`src/rtl/bhargava_pkg.sv`:
```
// Shared constants and state encoding for the bhargava host session controller.
package bhargava_pkg;

  localparam logic [7:0] CMD_KEY  = 8'hA5;
  localparam logic [7:0] CMD_MODE = 8'h5A;
  localparam logic [7:0] CMD_DATA = 8'h3C;
  localparam logic [7:0] CMD_END  = 8'hC3;
  localparam logic [7:0] RSP_ACK  = 8'h06;
  localparam logic [7:0] RSP_NAK  = 8'h15;

  typedef enum logic [2:0] {
    S_IDLE,
    S_KEY,
    S_MODE,
    S_LEN_HI,
    S_LEN_LO,
    S_PAYLOAD
  } state_t;

endpackage

```
`src/rtl/bhargava_tx_arb.sv`:
```
// Shares one uart_tx between ACK/NAK replies and processed core output bytes.
// Replies sit in a 2-deep queue and always win over core bytes.
module bhargava_tx_arb
  import bhargava_pkg::*;
(
  input  logic       clk,
  input  logic       rst,
  input  logic       rsp_push,
  input  logic [7:0] rsp_data,
  output logic       rsp_drop,
  input  logic [7:0] mpeg_out,
  input  logic       mpeg_empty,
  output logic       mpeg_rd,
  output logic [7:0] tx_data,
  output logic       tx_en,
  input  logic       tx_busy
);

  logic [7:0] q0;
  logic [7:0] q1;
  logic [1:0] q_cnt;
  logic [7:0] stg;
  logic       stg_vld;
  logic       pend;
  logic       tx_en_q;
  logic       q_pop;
  logic       q_push;

  // Staging may only be refilled when nothing is held and no pop is in flight.
  assign q_pop    = !stg_vld && !pend && (q_cnt != 2'd0);
  assign mpeg_rd  = !rst && !stg_vld && !pend
                  && (q_cnt == 2'd0) && !mpeg_empty;
  assign q_push   = rsp_push && ((q_cnt != 2'd2) || q_pop);
  assign rsp_drop = rsp_push && !q_push;
  assign tx_en    = stg_vld && !tx_busy && !tx_en_q;
  assign tx_data  = stg;

  always_ff @(posedge clk) begin
    if (rst) begin
      q0      <= '0;
      q1      <= '0;
      q_cnt   <= '0;
      stg     <= '0;
      stg_vld <= 1'b0;
      pend    <= 1'b0;
      tx_en_q <= 1'b0;
    end else begin
      tx_en_q <= tx_en;
      pend    <= mpeg_rd;
      if (q_pop) begin
        stg     <= q0;
        stg_vld <= 1'b1;
      end else if (pend) begin
        stg     <= mpeg_out;
        stg_vld <= 1'b1;
      end else if (tx_en) begin
        stg_vld <= 1'b0;
      end
      case ({q_push, q_pop})
        2'b10: begin
          if (q_cnt == 2'd0) q0 <= rsp_data;
          else               q1 <= rsp_data;
          q_cnt <= q_cnt + 2'd1;
        end
        2'b01: begin
          q0    <= q1;
          q_cnt <= q_cnt - 2'd1;
        end
        2'b11: begin
          if (q_cnt == 2'd1) begin
            q0 <= rsp_data;
          end else begin
            q0 <= q1;
            q1 <= rsp_data;
          end
        end
        default: ;
      endcase
    end
  end

endmodule

```
`src/rtl/bhargava_session_ctrl.sv`:
```
// Host command sequencer: parses framed RX commands, loads key/mode,
// meters payload into the core and hands replies to the TX arbiter.
module bhargava_session_ctrl
  import bhargava_pkg::*;
#(
  parameter int LEN_W   = 16,
  parameter int KEY_LEN = 8
) (
  input  logic                 clk,
  input  logic                 rst,
  input  logic [7:0]           rx_data,
  input  logic                 rx_valid,
  input  logic                 rx_parity_err,
  output logic                 rx_rd_ready,
  output logic [8*KEY_LEN-1:0] key_out,
  output logic                 mode_out,
  output logic                 key_en,
  output logic [7:0]           mpeg_in,
  output logic                 mpeg_in_en,
  input  logic                 mpeg_full,
  output logic                 stream_end,
  input  logic [7:0]           mpeg_out,
  input  logic                 mpeg_empty,
  output logic                 mpeg_rd,
  output logic [7:0]           tx_data,
  output logic                 tx_en,
  input  logic                 tx_busy,
  output logic                 proto_err
);

  localparam int CNT_W = $clog2(KEY_LEN);
  localparam logic [CNT_W-1:0] CNT_LAST = CNT_W'(KEY_LEN - 1);

  state_t           state;
  state_t           state_n;
  logic [CNT_W-1:0] cnt;
  logic [LEN_W-1:0] len;
  logic [LEN_W-1:0] len_lo_val;
  logic             key_loaded;
  logic             keyen_seen;
  logic             acc;
  logic             rsp_push;
  logic             rsp_nak;
  logic             rsp_drop;
  logic             key_wr;
  logic             key_done;
  logic             mode_wr;
  logic             len_hi;
  logic             len_lo;
  logic             pay_wr;
  logic             end_set;
  logic             perr_abort;

  assign rx_rd_ready = !((state == S_PAYLOAD) && mpeg_full);
  assign acc         = rx_valid && rx_rd_ready;
  assign len_lo_val  = {len[LEN_W-9:0], rx_data};

  always_ff @(posedge clk) begin
    if (rst) state <= S_IDLE;
    else     state <= state_n;
  end

  always_comb begin
    state_n    = state;
    rsp_push   = 1'b0;
    rsp_nak    = 1'b0;
    key_wr     = 1'b0;
    key_done   = 1'b0;
    mode_wr    = 1'b0;
    len_hi     = 1'b0;
    len_lo     = 1'b0;
    pay_wr     = 1'b0;
    end_set    = 1'b0;
    perr_abort = 1'b0;
    if (acc && rx_parity_err) begin
      perr_abort = 1'b1;
      rsp_push   = 1'b1;
      rsp_nak    = 1'b1;
      state_n    = S_IDLE;
    end else if (acc) begin
      case (state)
        S_IDLE: begin
          unique case (1'b1)
            rx_data == CMD_KEY:  state_n = S_KEY;
            rx_data == CMD_MODE: state_n = S_MODE;
            rx_data == CMD_DATA: begin
              if (keyen_seen && !stream_end) begin
                state_n = S_LEN_HI;
              end else begin
                rsp_push = 1'b1;
                rsp_nak  = 1'b1;
              end
            end
            rx_data == CMD_END: begin
              end_set  = 1'b1;
              rsp_push = 1'b1;
            end
            default: begin
              rsp_push = 1'b1;
              rsp_nak  = 1'b1;
            end
          endcase
        end
        S_KEY: begin
          key_wr = 1'b1;
          if (cnt == CNT_LAST) begin
            key_done = 1'b1;
            rsp_push = 1'b1;
            state_n  = S_IDLE;
          end
        end
        S_MODE: begin
          mode_wr  = 1'b1;
          rsp_push = 1'b1;
          rsp_nak  = !key_loaded;
          state_n  = S_IDLE;
        end
        S_LEN_HI: begin
          len_hi  = 1'b1;
          state_n = S_LEN_LO;
        end
        S_LEN_LO: begin
          len_lo = 1'b1;
          if (len_lo_val == '0) begin
            rsp_push = 1'b1;
            state_n  = S_IDLE;
          end else begin
            state_n = S_PAYLOAD;
          end
        end
        S_PAYLOAD: begin
          pay_wr = 1'b1;
          if (len == LEN_W'(1)) begin
            rsp_push = 1'b1;
            state_n  = S_IDLE;
          end
        end
        default: state_n = S_IDLE;
      endcase
    end
  end

  always_ff @(posedge clk) begin
    if (rst) begin
      cnt        <= '0;
      len        <= '0;
      key_out    <= '0;
      mode_out   <= 1'b0;
      key_en     <= 1'b0;
      key_loaded <= 1'b0;
      keyen_seen <= 1'b0;
      mpeg_in    <= '0;
      mpeg_in_en <= 1'b0;
      stream_end <= 1'b0;
      proto_err  <= 1'b0;
    end else begin
      key_en     <= mode_wr && key_loaded;
      mpeg_in_en <= pay_wr;
      if (pay_wr) mpeg_in <= rx_data;
      if (state != S_KEY) cnt <= '0;
      else if (key_wr)    cnt <= cnt + 1'b1;
      if (key_wr) key_out[8*(KEY_LEN-1-int'(cnt)) +: 8] <= rx_data;
      if (perr_abort)    key_loaded <= 1'b0;
      else if (key_done) key_loaded <= 1'b1;
      if (mode_wr) mode_out <= rx_data[0];
      if (mode_wr && key_loaded) keyen_seen <= 1'b1;
      if (len_hi)      len <= LEN_W'(rx_data);
      else if (len_lo) len <= len_lo_val;
      else if (pay_wr) len <= len - 1'b1;
      if (end_set) stream_end <= 1'b1;
      if ((rsp_push && rsp_nak) || rsp_drop) proto_err <= 1'b1;
    end
  end

  bhargava_tx_arb u_tx_arb (
    .clk        (clk),
    .rst        (rst),
    .rsp_push   (rsp_push),
    .rsp_data   (rsp_nak ? RSP_NAK : RSP_ACK),
    .rsp_drop   (rsp_drop),
    .mpeg_out   (mpeg_out),
    .mpeg_empty (mpeg_empty),
    .mpeg_rd    (mpeg_rd),
    .tx_data    (tx_data),
    .tx_en      (tx_en),
    .tx_busy    (tx_busy)
  );

endmodule

```
`config.mk`:
```
export PLATFORM = sky130hd
export DESIGN_NAME = bhargava_session_ctrl
export DESIGN_NICKNAME = d
export VERILOG_FILES = /design/src/rtl/bhargava_pkg.sv /design/src/rtl/bhargava_tx_arb.sv /design/src/rtl/bhargava_session_ctrl.sv
export SDC_FILE = /design/constraint.sdc
export NUM_CORES = 1
export LEC_CHECK = 0
export CAP_MARGIN = 20
export CORE_MARGIN = 1
export CORE_UTILIZATION = 51
export DETAILED_ROUTE_END_ITERATION = 6
export GPL_TIMING_DRIVEN = 0
export HOLD_SLACK_MARGIN = 0.15
export PLACE_DENSITY = 0.82
export SETUP_SLACK_MARGIN = 0.5
export SLEW_MARGIN = 20
export SYNTH_ARGS = -nofsm -noshare
export SYNTH_HDL_FRONTEND = slang
export SYNTH_SLANG_ARGS = --single-unit
```
`constraint.sdc`:
```
create_clock -name clk -period 3.9 [get_ports clk]
set_clock_uncertainty 0.15 [all_clocks]
set_input_delay 1.17 -clock clk [delete_from_list [all_inputs] [get_ports clk]]
set_output_delay 1.17 -clock clk [all_outputs]
set_load 0.02 [all_outputs]
```
==> out/metrics.cfg <==
[clock_tree]
clock_latency_ns=0.52
ctsHoldBuffers=0
clockBufferDepth=2
cts_tree=yes
path_clk_slew_ns=0.05
cts.sinks=120
cts_buffers=17
h-tree-depth=4
root_buffer=clkbuf_8

[finish]
antenna_cells=0
fill_cells=782
final_nets=824
fin_area_sq_um=7260
final_util=0.709
syn2layout_area_growth_pct=35.8
instances_no_fill=940
drive_gt1_frac=0.0808

[global_route]
grtUsageTotal=0.299
grt_max_degree=17
grt-ovfl-total=0
antenna_found_initial=0
grt_pass1_wl_mm=25.7
grt_pass1_vias=5128

[drt]
first_iter_violations=396
ant_nets=0
routed_wl_mm=16.1
avgViaCountPerCell=5.84
drc_errors=0
vias=5487
dr.pass1.iters=5
wl_per_cell_um=17.2

[synth]
ys_seq_elements=120
synth_top_family_by_area=simple AND/OR/NAND/NOR gates
ys.warnings.count=0
syn_avg_cell_area_sq_um=8.06
syn_nets=694
postSynthCellCount=663
muxShareOfSynthArea=0.0510
synthArstFlopShare=0
ys_types=57
synth_xor_area_frac=0.00492
synth_compound_area_frac=0.159
netlist_area_sq_um=5340
synthAdderAreaFrac=0.0187
synth_edf_count=0
synth-simple-area-share=0.274
synth_ff_type=dfxtp_1
ys_seq_area_frac=0.450

[min_path]
worstHoldPathType=reg2reg

[outcome]
status=finished, final reports clean

[timing]
relSlewSlack=0.332
setup-violations-final=0
tightestPinTransition_ns=0.994
drv_slew=0
clock.fmax_ghz=0.296
period_needed_ns=3.38
final-hold-violation-count=0
setup_ws_ns=0.521
fin_crit_sh=0.866
rsz0062_at_grt=false

[placement]
port_buffers=109
dpl_cell_area_sq_um=6610
dp_hpwl_mm=10.9
dp_cells=908
pre_cts_ws_ns=-0.231
gp_congestion=0.891

[worst_setup_path]
critPathKind=in2out
worstPathArrival_ns=2.06
cp_max_fo=2
cp.required_ns=2.58
worstSetupEndpointType=output pin
critPathLaunchType=input pin

[floorplanning]
io_pins=111
fp.coreArea_sq_um=10200
dieArea_sq_um=10900
die_x_um=104
num_rows=37
start_util=0.522
die_h_um=104

[pwr]
p_leak_nw=2.63
powerDensity_nw_per_um2=471
irDropWorstVdd_mv=0.290

[run]
max_cap_viol_count=0

## layout make-up
class                   instances  area (sq um)  share of cell area
multi-input cells             487          2760               0.381
well taps                     136           170              0.0235
clock buffers                  22           453              0.0624
inverters                       8          30.0             0.00414
repair buffers                111          1100               0.151
clock inverters                 8           121              0.0167
flip-flops and latches        120          2400               0.331
plain buffers                  48           219              0.0302
## synthesized netlist by cell type (9+ instances only)
cell	instances	share of area
a21oi_1	90	0.084
clkbuf_1	40	0.028
dfxtp_1	120	0.45
mux2i_1	25	0.047
nand2_1	86	0.060
nand3_1	33	0.031
nand3b_1	10	0.014
nor2_1	96	0.067
nor2b_1	13	0.015
nor3_1	11	0.010
nor4_1	13	0.015
o21ai_0	9	0.0084
## where the power goes
part	leakage, nW	internal (mW)	switching, mW	total, mW
clock network	0.281	0.998	0.535	1.53
registers	0.969	1.29	0.0379	1.33
logic	1.38	0.213	0.345	0.558
total	2.63	2.50	0.918	3.42
## layer usage
| layer | track usage | wire length [um] | vias up |
|---|---|---|---|
| met4 | 0.133 | 384 | 0 |
| met2 | 0.481 | 7660 | 297 |
| li1 | - | - | 2577 |
| met5 | 0 | 0 | - |
| met1 | 0.371 | 6540 | 2579 |
| met3 | 0.0840 | 1540 | 34 |
## registers in the layout, indices dropped and copies added, names as in the netlist
signal and count:
key_en 1, u_tx_arb.tx_en_q 1, proto_err 1, mpeg_in_en 1, key_out 64, len 16, u_tx_arb.q1 3, u_tx_arb.tx_data 8
state 3, mode_out 1, u_tx_arb.pend 1, key_loaded 1, u_tx_arb.q_cnt 2, mpeg_in 8, cnt 3, u_tx_arb.q0 3
stream_end 1, u_tx_arb.stg_vld 1, keyen_seen 1
## through the flow
stage	hold WS, ns	total power, mW	setup TNS [ns]
global placement	0.278	1.86	-0.544
finish	0.295	3.42	0
floorplan	0.269	1.70	0
detailed placement	0.283	1.87	-0.986
CTS	0.296	3.41	0
global route	0.319	3.55	0
## placed cells by master (no fill, tap or decap), drive strengths merged, types with 5 or more instances in the layout
master | netlist | layout
and3 | 6 | 6
clkdlybuf4s50 | 0 | 104
buf | 8 | 16
o21ai | 10 | 10
a31oi | 8 | 8
or3 | 7 | 7
ha | 8 | 8
mux2i | 25 | 25
nand2b | 7 | 7
clkbuf | 40 | 58
inv | 8 | 9
nor3 | 11 | 11
nand3 | 33 | 33
nand2 | 86 | 86
o211ai | 5 | 5
and2 | 6 | 6
dfxtp | 120 | 120
nor4 | 14 | 14
nor2 | 97 | 97
nand3b | 10 | 10
nor2b | 13 | 13
a21oi | 90 | 90
## critical path, stage by stage
cell	delay (ns)
clkdlybuf4s50_1	0.47
nor4_2	0.22
clkbuf_2	0.20
## worst paths after layout
check / startpoint / to / cells after the start / slack, ns
worst max register to register: cnt[0] / key_out[51] / 7 / 1.14
worst min register to register: keyen_seen / keyen_seen / 1 / 0.30
worst min-delay path: keyen_seen / keyen_seen / 1 / 0.30
worst max-delay path: mpeg_empty / mpeg_rd / 3 / 0.52
## logic make-up after synthesis
group / after synthesis
muxes: 27
xor gates and xnor gates: 3
DFF: 120
buffers and inverters: 56
and+or+nand+nor: 306
adders and majority gates: 8
AOI/OAI and AO/OA: 143
## repair_timing
| item | CTS | global route |
|---|---|---|
| buffers inserted | 1 | 1 |
| pin swaps | 1 | 2 |
| gates resized for setup | 19 | 26 |
| endpoints found under the setup margin | 13 | 12 |
No activity file was read; power rests on OpenSTA's default activity.
